File: config.mk
export PLATFORM = sky130hd
export DESIGN_NAME = dmem_access_unit_flat
export DESIGN_NICKNAME = d
export VERILOG_FILES = /design/src/rtl/dmem_access_unit_pkg.sv /design/src/rtl/dmem_access_unit_if.sv /design/src/rtl/line_word_select.sv /design/src/rtl/dmem_access_unit.sv /design/src/flat_wrapper.sv
export SDC_FILE = /design/constraint.sdc
export NUM_CORES = 1
export LEC_CHECK = 0
export CELL_PAD_IN_SITES_DETAIL_PLACEMENT = 0
export CELL_PAD_IN_SITES_GLOBAL_PLACEMENT = 1
export CORE_UTILIZATION = 28
export CTS_CLUSTER_DIAMETER = 120
export DETAILED_ROUTE_END_ITERATION = 10
export GPL_ROUTABILITY_DRIVEN = 1
export PLACE_DENSITY_LB_ADDON = 0.1
export SYNTH_ARGS = -nofsm -noshare
export SYNTH_HDL_FRONTEND = slang
export SYNTH_SLANG_ARGS = --single-unit
File: constraint.sdc
create_clock -name clk -period 4.1 [get_ports clk]
set_clock_uncertainty 0.15 [all_clocks]
set_input_delay 0.82 -clock clk [delete_from_list [all_inputs] [get_ports clk]]
set_output_delay 0.82 -clock clk [all_outputs]
set_load 0.05 [all_outputs]
File: src/rtl/dmem_access_unit_pkg.sv
// Shared types for the LC-3b memory-stage access engine.
// Holds the operation and FSM state encodings plus small op classifiers.
package dmem_access_unit_pkg;

  localparam int WORD_W = 16;

  typedef enum logic [2:0] {
    NONE,
    LDW,
    LDB,
    STW,
    STB,
    LDI,
    STI
  } lc3b_mem_op;

  typedef enum logic [1:0] {
    IDLE,
    PTR,
    ACCESS,
    DONE
  } dmem_state_e;

  function automatic logic op_is_indirect(lc3b_mem_op op);
    return (op == LDI) || (op == STI);
  endfunction

  function automatic logic op_is_write(lc3b_mem_op op);
    return (op == STW) || (op == STB) || (op == STI);
  endfunction

endpackage

File: src/rtl/dmem_access_unit_if.sv
// Pipeline request/response and data-memory bus of the access unit.
// slave is the access unit; master is the pipeline plus memory side.
interface dmem_access_unit_if #(
  parameter int LINE_WIDTH = 128
);
  import dmem_access_unit_pkg::*;

  logic                    req_valid;
  lc3b_mem_op              req_op;
  logic [15:0]             req_addr;
  logic [15:0]             req_wdata;
  logic                    stall;
  logic                    done;
  logic [15:0]             rdata;
  logic                    dmem_read;
  logic                    dmem_write;
  logic [15:0]             dmem_address;
  logic [LINE_WIDTH-1:0]   dmem_wdata;
  logic [LINE_WIDTH/8-1:0] dmem_byte_enable;
  logic [LINE_WIDTH-1:0]   dmem_rdata;
  logic                    dmem_resp;

  modport slave (
    input  req_valid, req_op, req_addr, req_wdata, dmem_rdata, dmem_resp,
    output stall, done, rdata, dmem_read, dmem_write, dmem_address,
           dmem_wdata, dmem_byte_enable
  );

  modport master (
    output req_valid, req_op, req_addr, req_wdata, dmem_rdata, dmem_resp,
    input  stall, done, rdata, dmem_read, dmem_write, dmem_address,
           dmem_wdata, dmem_byte_enable
  );

endinterface

File: src/rtl/line_word_select.sv
// Picks one 16-bit word out of a memory line by word index.
// Shared by the pointer fetch and the load return path.
module line_word_select #(
  parameter  int LINE_WIDTH = 128,
  localparam int IDX_BITS   = $clog2(LINE_WIDTH / 16)
) (
  input  logic [LINE_WIDTH-1:0] line_i,
  input  logic [IDX_BITS-1:0]   idx_i,
  output logic [15:0]           word_o
);

  assign word_o = line_i[idx_i*16 +: 16];

endmodule

File: src/rtl/dmem_access_unit.sv
// LC-3b memory-stage access engine: one or two line accesses per request,
// with word/byte lane selection, byte enables and LDB sign extension.
//
// state  | meaning
// IDLE   | waiting for a non-NONE request; latches it on acceptance
// PTR    | reading the LDI/STI pointer word
// ACCESS | performing the data read or write
// DONE   | one-cycle completion pulse
module dmem_access_unit
  import dmem_access_unit_pkg::*;
#(
  parameter int LINE_WIDTH = 128,
  parameter int OFF_BITS   = $clog2(LINE_WIDTH / 8)
) (
  input  logic               clk,
  input  logic               reset,
  dmem_access_unit_if.slave  bus
);

  localparam int NUM_BYTES = LINE_WIDTH / 8;
  localparam int NUM_WORDS = LINE_WIDTH / 16;

  dmem_state_e             state_q, state_d;
  lc3b_mem_op              op_q, op_d;
  logic [15:0]             addr_q, addr_d;
  logic [15:0]             wdata_q, wdata_d;
  logic [15:0]             ptr_q, ptr_d;
  logic [15:0]             rdata_q, rdata_d;
  logic                    rd_q, rd_d;
  logic                    wr_q, wr_d;
  logic [15:0]             maddr_q, maddr_d;
  logic [LINE_WIDTH-1:0]   mwdata_q, mwdata_d;
  logic [NUM_BYTES-1:0]    be_q, be_d;

  logic [15:0]             target;
  logic [OFF_BITS-2:0]     word_idx;
  logic [15:0]             word_sel;
  logic [7:0]              byte_sel;
  logic                    resp_ok;
  logic                    req_take;

  assign target   = op_is_indirect(op_q) ? ptr_q : addr_q;
  assign word_idx = (state_q == PTR) ? addr_q[OFF_BITS-1:1] : target[OFF_BITS-1:1];
  assign byte_sel = target[0] ? word_sel[15:8] : word_sel[7:0];
  // A response only counts while one of our strobes is up; stray ones are dropped.
  assign resp_ok  = bus.dmem_resp && (rd_q || wr_q);
  assign req_take = bus.req_valid && (bus.req_op != NONE);

  line_word_select #(
    .LINE_WIDTH (LINE_WIDTH)
  ) u_word_sel (
    .line_i (bus.dmem_rdata),
    .idx_i  (word_idx),
    .word_o (word_sel)
  );

  always_comb begin
    state_d  = state_q;
    op_d     = op_q;
    addr_d   = addr_q;
    wdata_d  = wdata_q;
    ptr_d    = ptr_q;
    rdata_d  = rdata_q;
    rd_d     = rd_q;
    wr_d     = wr_q;
    maddr_d  = maddr_q;
    mwdata_d = mwdata_q;
    be_d     = be_q;

    unique case (state_q)
      IDLE: begin
        if (req_take) begin
          op_d    = bus.req_op;
          addr_d  = bus.req_addr;
          wdata_d = bus.req_wdata;
          state_d = op_is_indirect(bus.req_op) ? PTR : ACCESS;
        end
      end

      PTR: begin
        if (resp_ok) begin
          ptr_d   = word_sel;
          rd_d    = 1'b0;
          state_d = ACCESS;
        end else begin
          rd_d    = 1'b1;
          maddr_d = {addr_q[15:1], 1'b0};
          be_d    = '1;
        end
      end

      ACCESS: begin
        if (resp_ok) begin
          rd_d    = 1'b0;
          wr_d    = 1'b0;
          state_d = DONE;
          if (!op_is_write(op_q)) begin
            rdata_d = (op_q == LDB) ? {{8{byte_sel[7]}}, byte_sel} : word_sel;
          end
        end else begin
          maddr_d = {target[15:1], 1'b0};
          if (op_is_write(op_q)) begin
            wr_d = 1'b1;
            if (op_q == STB) begin
              mwdata_d = {NUM_BYTES{wdata_q[7:0]}};
              be_d     = {{(NUM_BYTES-1){1'b0}}, 1'b1} << target[OFF_BITS-1:0];
            end else begin
              mwdata_d = {NUM_WORDS{wdata_q}};
              be_d     = {{(NUM_BYTES-2){1'b0}}, 2'b11} << {target[OFF_BITS-1:1], 1'b0};
            end
          end else begin
            rd_d = 1'b1;
            be_d = '1;
          end
        end
      end

      DONE: begin
        state_d = IDLE;
      end

      default: begin
        state_d = IDLE;
      end
    endcase
  end

  always_ff @(posedge clk or posedge reset) begin
    if (reset) begin
      state_q  <= IDLE;
      op_q     <= NONE;
      addr_q   <= '0;
      wdata_q  <= '0;
      ptr_q    <= '0;
      rdata_q  <= '0;
      rd_q     <= 1'b0;
      wr_q     <= 1'b0;
      maddr_q  <= '0;
      mwdata_q <= '0;
      be_q     <= '1;
    end else begin
      state_q  <= state_d;
      op_q     <= op_d;
      addr_q   <= addr_d;
      wdata_q  <= wdata_d;
      ptr_q    <= ptr_d;
      rdata_q  <= rdata_d;
      rd_q     <= rd_d;
      wr_q     <= wr_d;
      maddr_q  <= maddr_d;
      mwdata_q <= mwdata_d;
      be_q     <= be_d;
    end
  end

  assign bus.stall            = (state_q == PTR) || (state_q == ACCESS) ||
                                ((state_q == IDLE) && req_take);
  assign bus.done             = (state_q == DONE);
  assign bus.rdata            = rdata_q;
  assign bus.dmem_read        = rd_q;
  assign bus.dmem_write       = wr_q;
  assign bus.dmem_address     = maddr_q;
  assign bus.dmem_wdata       = mwdata_q;
  assign bus.dmem_byte_enable = be_q;

endmodule

File: src/flat_wrapper.sv
// flat-port wrapper written by rule: the top's interface ports become plain ports
module dmem_access_unit_flat import dmem_access_unit_pkg::*;
#(
  parameter int LINE_WIDTH = 128,
  parameter int OFF_BITS   = $clog2(LINE_WIDTH / 8)
)
  (clk, reset, bus_req_valid, bus_req_op, bus_req_addr, bus_req_wdata, bus_dmem_rdata, bus_dmem_resp, bus_stall, bus_done, bus_rdata, bus_dmem_read, bus_dmem_write, bus_dmem_address, bus_dmem_wdata, bus_dmem_byte_enable);
  dmem_access_unit_if #(.LINE_WIDTH(LINE_WIDTH)) bus_i ();
  input  logic clk;
  input  logic reset;
  input wire logic [$bits(bus_i.req_valid)-1:0] bus_req_valid;
  input wire logic [$bits(bus_i.req_op)-1:0] bus_req_op;
  input wire logic [$bits(bus_i.req_addr)-1:0] bus_req_addr;
  input wire logic [$bits(bus_i.req_wdata)-1:0] bus_req_wdata;
  input wire logic [$bits(bus_i.dmem_rdata)-1:0] bus_dmem_rdata;
  input wire logic [$bits(bus_i.dmem_resp)-1:0] bus_dmem_resp;
  output wire logic [$bits(bus_i.stall)-1:0] bus_stall;
  output wire logic [$bits(bus_i.done)-1:0] bus_done;
  output wire logic [$bits(bus_i.rdata)-1:0] bus_rdata;
  output wire logic [$bits(bus_i.dmem_read)-1:0] bus_dmem_read;
  output wire logic [$bits(bus_i.dmem_write)-1:0] bus_dmem_write;
  output wire logic [$bits(bus_i.dmem_address)-1:0] bus_dmem_address;
  output wire logic [$bits(bus_i.dmem_wdata)-1:0] bus_dmem_wdata;
  output wire logic [$bits(bus_i.dmem_byte_enable)-1:0] bus_dmem_byte_enable;
  assign bus_i.req_valid = bus_req_valid;
  assign bus_i.req_op = bus_req_op;
  assign bus_i.req_addr = bus_req_addr;
  assign bus_i.req_wdata = bus_req_wdata;
  assign bus_i.dmem_rdata = bus_dmem_rdata;
  assign bus_i.dmem_resp = bus_dmem_resp;
  assign bus_stall = bus_i.stall;
  assign bus_done = bus_i.done;
  assign bus_rdata = bus_i.rdata;
  assign bus_dmem_read = bus_i.dmem_read;
  assign bus_dmem_write = bus_i.dmem_write;
  assign bus_dmem_address = bus_i.dmem_address;
  assign bus_dmem_wdata = bus_i.dmem_wdata;
  assign bus_dmem_byte_enable = bus_i.dmem_byte_enable;
  dmem_access_unit #(.LINE_WIDTH(LINE_WIDTH), .OFF_BITS(OFF_BITS)) u_core (.clk(clk), .reset(reset), .bus(bus_i));
endmodule
After elaboration in Yosys (flattened, before gate mapping) --
Cells that the tools add are included.
Storage, ports and cells: latch bits 0, memories kept 0, bits in writable memories 0, word-level logic and storage cells 78, register bits after elaboration 231, bits in read-only memories 0, bits of input ports 167, output and inout port bits 180
Operators by class: equal/unequal tests 16, $mul 0, shift-type cells 3, add/sub/neg operators 0, reduce and logical (&&, ||, !) cells 22, muxes and demuxes 24, bitwise operators 2, $lt $le $gt $ge 0, div/mod/pow operators 0
Operator list (count):
- two-way mux 128 bit | 1
- two-way mux 16 bit | 8
- variable part select 128 x 8 -> 16 bit | 1
- one-hot mux 16 bit (2 select lines) | 2
- left shift 1 x 4 -> 16 bit (first input constant) | 1
- left shift 2 x 4 -> 16 bit (first input constant) | 1
- == test 3 bit (second input constant) | 5
- AND reduction 3 bit | 4
- two-way mux 2 bit | 4
- two-way mux 8 bit | 1
- one-hot mux 2 bit (4 select lines) | 1
- AND reduction 2 bit | 4
- logical OR 1 bit | 7
- == test 3 x 2 -> 1 bit (second input constant) | 2
- inequality test 2 x 1 -> 1 bit (second input constant) | 3
- two-way mux 1 bit | 5
- == test 2 bit (second input constant) | 2
- inequality test 2 bit (second input constant) | 2
- nonzero test 2 bit | 2
- logical AND 1 bit | 3
- two-way mux 3 bit | 1
- inequality test 3 x 2 -> 1 bit (second input constant) | 1
- nonzero test 3 bit | 1
- == test 2 x 1 -> 1 bit (second input constant) | 1
- 3 further kinds | 4

Logic depth before layout (Yosys ltp) --
depth after elaboration 8, mapped depth 10, depth with buffers taken out 8

Hierarchy --
From an unflattened synthesis, not the netlist that was laid out.
Second synthesis, totals: cells, all modules 581, area, all modules 7065.5 sq um
Modules (own cells, without submodules):
- dmem_access_unit | instances 1, area each 5994.5 sq um, seq. area each 2947.8 sq um, cells an instance 524
- line_word_select | instances 1, area each 1071.0 sq um, seq. area each 0.0 sq um, cells an instance 57

Worst setup path after synthesis --
No wires, ideal clock.
path type input -> output, from in bus_req_op[0], to out bus_stall, slack 1000 ps, data required time 3130 ps, data arrival time 2130 ps, cell stages on the path 3, buffers on the path 1, path through o311ai_2 > clkbuf_1 > nand2b_1
On the way: longest elaborated chain between the ends 4
Ends and longest elaborated chain:
- start: declaration | RTL line flat_wrapper.sv:12 | input wire logic [$bits(bus_i.req_op)-1:0] bus_req_op;
- nonzero test 3 bit | RTL line dmem_access_unit.sv:47 | assign req_take = bus.req_valid && (bus.req_op != NONE);
- logical AND 1 bit | RTL line dmem_access_unit.sv:47
- logical AND 1 bit | RTL line dmem_access_unit.sv:157 | ((state_q == IDLE) && req_take);
- logical OR 1 bit | RTL line dmem_access_unit.sv:156 | assign bus.stall = (state_q == PTR) || (state_q == ACCESS) ||
- end: declaration | RTL line flat_wrapper.sv:17 | output wire logic [$bits(bus_i.stall)-1:0] bus_stall;
No other way between the ends.

Worst setup path in the final report --
from reg u_core.state_q[1], to reg u_core.rdata_q[3] (netlist: u_core.bus.rdata[3])
On the way: longest elaborated chain between the ends 5, elaborated cells on any way between the ends 7, those cells by class 2 x eq/ne; 1 x shift; 3 x mux; 1 x reduce/logical
Ends and longest elaborated chain:
- start: declaration | RTL line dmem_access_unit.sv:23 | dmem_state_e state_q, state_d;
- start signal: assignment | RTL line dmem_access_unit.sv:142 | state_q <= state_d;
- == test 2 x 1 -> 1 bit | RTL line dmem_access_unit.sv:43 | assign word_idx = (state_q == PTR) ? addr_q[OFF_BITS-1:1] : target[OFF_BITS-1:1];
- two-way mux 3 bit | RTL line dmem_access_unit.sv:43
- variable part select 128 x 8 -> 16 bit | RTL line line_word_select.sv:12 | assign word_o = line_i[idx_i*16 +: 16];
- two-way mux 8 bit | RTL line dmem_access_unit.sv:44 | assign byte_sel = target[0] ? word_sel[15:8] : word_sel[7:0];
- two-way mux 16 bit | RTL line dmem_access_unit.sv:98 | rdata_d = (op_q == LDB) ? {{8{byte_sel[7]}}, byte_sel} : word_sel;
- end signal: assignment | RTL line dmem_access_unit.sv:147 | rdata_q <= rdata_d;
- end: declaration | RTL line dmem_access_unit.sv:28 | logic [15:0] rdata_q, rdata_d;
Several ways; a longest one is shown, not always the timed one. A chain may end at the register's enable or synchronous reset.

==> metrics <==
worst-margin pin slew 1240 ps; H-tree depth 4; Startpoint Class flip-flop; Register Area 0.00295 mm2; Synth Net Count roughly 1100; IO Pins 347; DIE AREA 0.0297 mm2; Worst Setup End Kind flip-flop; post-synth top area cell dfrtp_1; status finished, final reports clean; Worst Hold Path EP u_core.bus.dmem_address[8]$_DFFE_PP0P_; crit share post-route a little under nine tenths; Avg WL per Cell ~18 um; final hold viol count 0; Final Setup Violations 0; Clock Pin Slew Worst Setup and Hold Paths 60 ps; total track usage a little under a fifth; #FFs+latches synth 117; Worst Path Arrival 3690 ps; R2R Path End u_core.bus.rdata[3]$_DFFE_PP0P_; Clock Tree Root clkbuf_16; Via density 4.83; clock buffer depth 2; Main synth FF type dfrtp_1; Layout area overhead 44.8%; Rel. slew slack 17.5%; clock sink total ~120; share of the synthesized area in the top cell type around 31%; pin count of the biggest net entering global routing 49; hpwl dp 21.6 mm; Post-CTS Setup Inserts 0; Hold Startpoint u_core.bus.dmem_address[8]$_DFFE_PP0P_; Starting Density 28.4%; # diodes 0; row cnt just over 60; pre-CTS WS approximately 590 ps; Die Height 172 um; hold path depth 2; Final ANT Viol Nets 0; reg-to-reg setup timing slack 590 ps; synth warn 0; R2R cell count 7; drt first pass iters 5; # port buffers 345; Mapped Cells 923; Setup TNS 0 ps; Die W between 150 and 200 um; fin. max-slew vios 0; Area contributors post-synth dfrtp_1 (31%), buf_4 (11%), mux2_2 (9.0%); core area 0.0286 mm2; RSZ-0062 raised after global routing no; DRC 0; DRT Wirelength 28.0 mm; CTS tree built; Setup WS post-layout 590 ps; routability cong. roughly 0.78; initial antenna violation count 0; Skew-Pair Late Insertion Delay around 410 ps; vias in the first global route 7156; multi-input logic area 0.00410 mm2; Cell Area, Synth 0.00813 mm2; first-pass GRT wire length 42.2 mm; Gates resized, CTS repair 0; Async SR Flop Fraction 100%; Final min period roughly 3500 ps; CP Max Fanout 22; Distinct cells, synth 51; critical path required time 4280 ps; CP Class reg2reg; Post-synth EDFFs 0; syn avg cell area around 8.8 um2; Final #Nets 1303; Fmax ~280 MHz; total gr overflow 0; DR iter-0 viols 377; share of cells above drive strength 1 13.1%; worst hold path type reg2reg; sequential area share after synthesis 36.2%; Critical R2R Launch u_core.state_q[1]$_DFFE_PP0P_; CTS buffer count 17; max_cap viols 0; Hold-fix buffers, CTS 0; Layout fillers 2792; DR vias 7385
layer usage:
layer	vias to the layer above	share of wire [%]	global-route usage (%)
li1	3585	-	-
met1	3476	44	24.1
met2	301	49	32.6
met3	23	5.5	3.25
met4	0	1.2	4.81
met5	-	0	0
Yosys cell counts, types with 2 or more instances:
cell type  number
nand2_1       124
buf_4         114
dfrtp_1       101
mux2_2         65
o21ai_0        63
nand2b_1       50
clkbuf_1       41
nand3_1        39
nor2_1         36
o21ai_1        26
a32oi_1        25
mux2i_1        25
a211oi_1       23
a22oi_1        23
a21oi_1        17
buf_2          16
dfstp_2        16
a31oi_1        12
nand4_1        11
mux2_1         10
inv_1           9
nor2b_1         9
o211ai_1        8
and2_1          7
o221ai_1        7
ha_1            4
nor3_1          4
buf_1           3
nand3_2         3
o31ai_1         3
o31ai_2         3
nor3b_1         2
o21ai_2         2
o22ai_1         2
o2bb2ai_1       2
or3_1           2
xor2_1          2
per-stage QoR:
stage / util [%] / area, um2 / instances / hold WS (ps)
final: 41.2 / 11800 / 1528 / 330
after global routing: 41.2 / 11800 / 1528 / 360
after CTS: 41.2 / 11800 / 1528 / 340
after detailed placement: 39.0 / 11200 / 1497 / 327
after global placement: 39.0 / 11200 / 1497 / 312
after floorplan: - / 8130 / 923 / 305
cell families after synthesis:
family          Yosys count  share of synthesized area, %
flops                   117                          36.2
compound gates          221                          18.0
mux                     100                          13.5
simple gates            293                          17.3
xor+xnor                  3                         0.323
fa+ha+maj                 4                         0.615
other cells               1                        0.0461
buf+inv                 184                          14.0
placed cells by master, fill, tap and decap left out, drive strengths merged, types with 8 or more instances in the layout:
master,synthesis,routed
buf,133,20
o21ai,91,91
nand3,42,42
a22oi,23,23
a31oi,13,13
nor2b,9,9
clkbuf,41,22
a32oi,25,25
nand4,11,11
inv,9,9
nor2,37,37
nand2b,50,50
nand2,124,124
a21oi,17,17
clkdlybuf4s50,0,344
mux2,75,75
a211oi,23,23
mux2i,25,25
dfrtp,101,101
dfstp,16,16
o211ai,8,8
flip-flops by register name, summed over array words and instances, names as in the netlist, 2 cells and up:
name,count
u_core.state_q,2
u_core.addr_q,16
u_core.bus.dmem_address,15
u_core.op_q,3
u_core.bus.dmem_wdata,16
u_core.wdata_q,16
u_core.ptr_q,15
u_core.bus.rdata,16
u_core.bus.dmem_byte_enable,16
final cells by class:
cell class | count | share of cell area (%)
clock buffers | 22 | 4.11
clock inverters | 9 | 1.06
inverters | 10 | 0.340
multi-input cells | 622 | 34.8
flip-flops and latches | 117 | 25.0
well taps | 384 | 4.08
repair buffers | 364 | 30.6
worst max path at each step:
| stage | start | endpoint | slack, ps | cells past startpoint |
|---|---|---|---|---|
| finish | u_core.state_q[1]$_DFFE_PP0P_ | u_core.bus.rdata[3]$_DFFE_PP0P_ | 590 | 7 |
| global route | u_core.state_q[1]$_DFFE_PP0P_ | u_core.bus.rdata[3]$_DFFE_PP0P_ | 270 | 7 |
| CTS | u_core.state_q[1]$_DFFE_PP0P_ | u_core.bus.rdata[3]$_DFFE_PP0P_ | 570 | 7 |
| detailed placement | u_core.state_q[1]$_DFFE_PP0P_ | u_core.bus.rdata[3]$_DFFE_PP0P_ | 590 | 7 |
| global placement | u_core.state_q[1]$_DFFE_PP0P_ | u_core.bus.rdata[3]$_DFFE_PP0P_ | 670 | 7 |
| floorplan | reset | u_core.addr_q[0]$_DFFE_PP0P_ | 60 | 1 |
worst max-delay path, cell delays in order (launching register included):
cell      delay [ps]
dfrtp_1          390
inv_1             80
ha_1             240
nor2b_2          770
nand2_1          520
a31oi_1          680
o221ai_1         340
o211ai_1         240
Power is not shown: default switching activity piles up to over one toggle a cycle in this logic, so the estimate is an artifact.
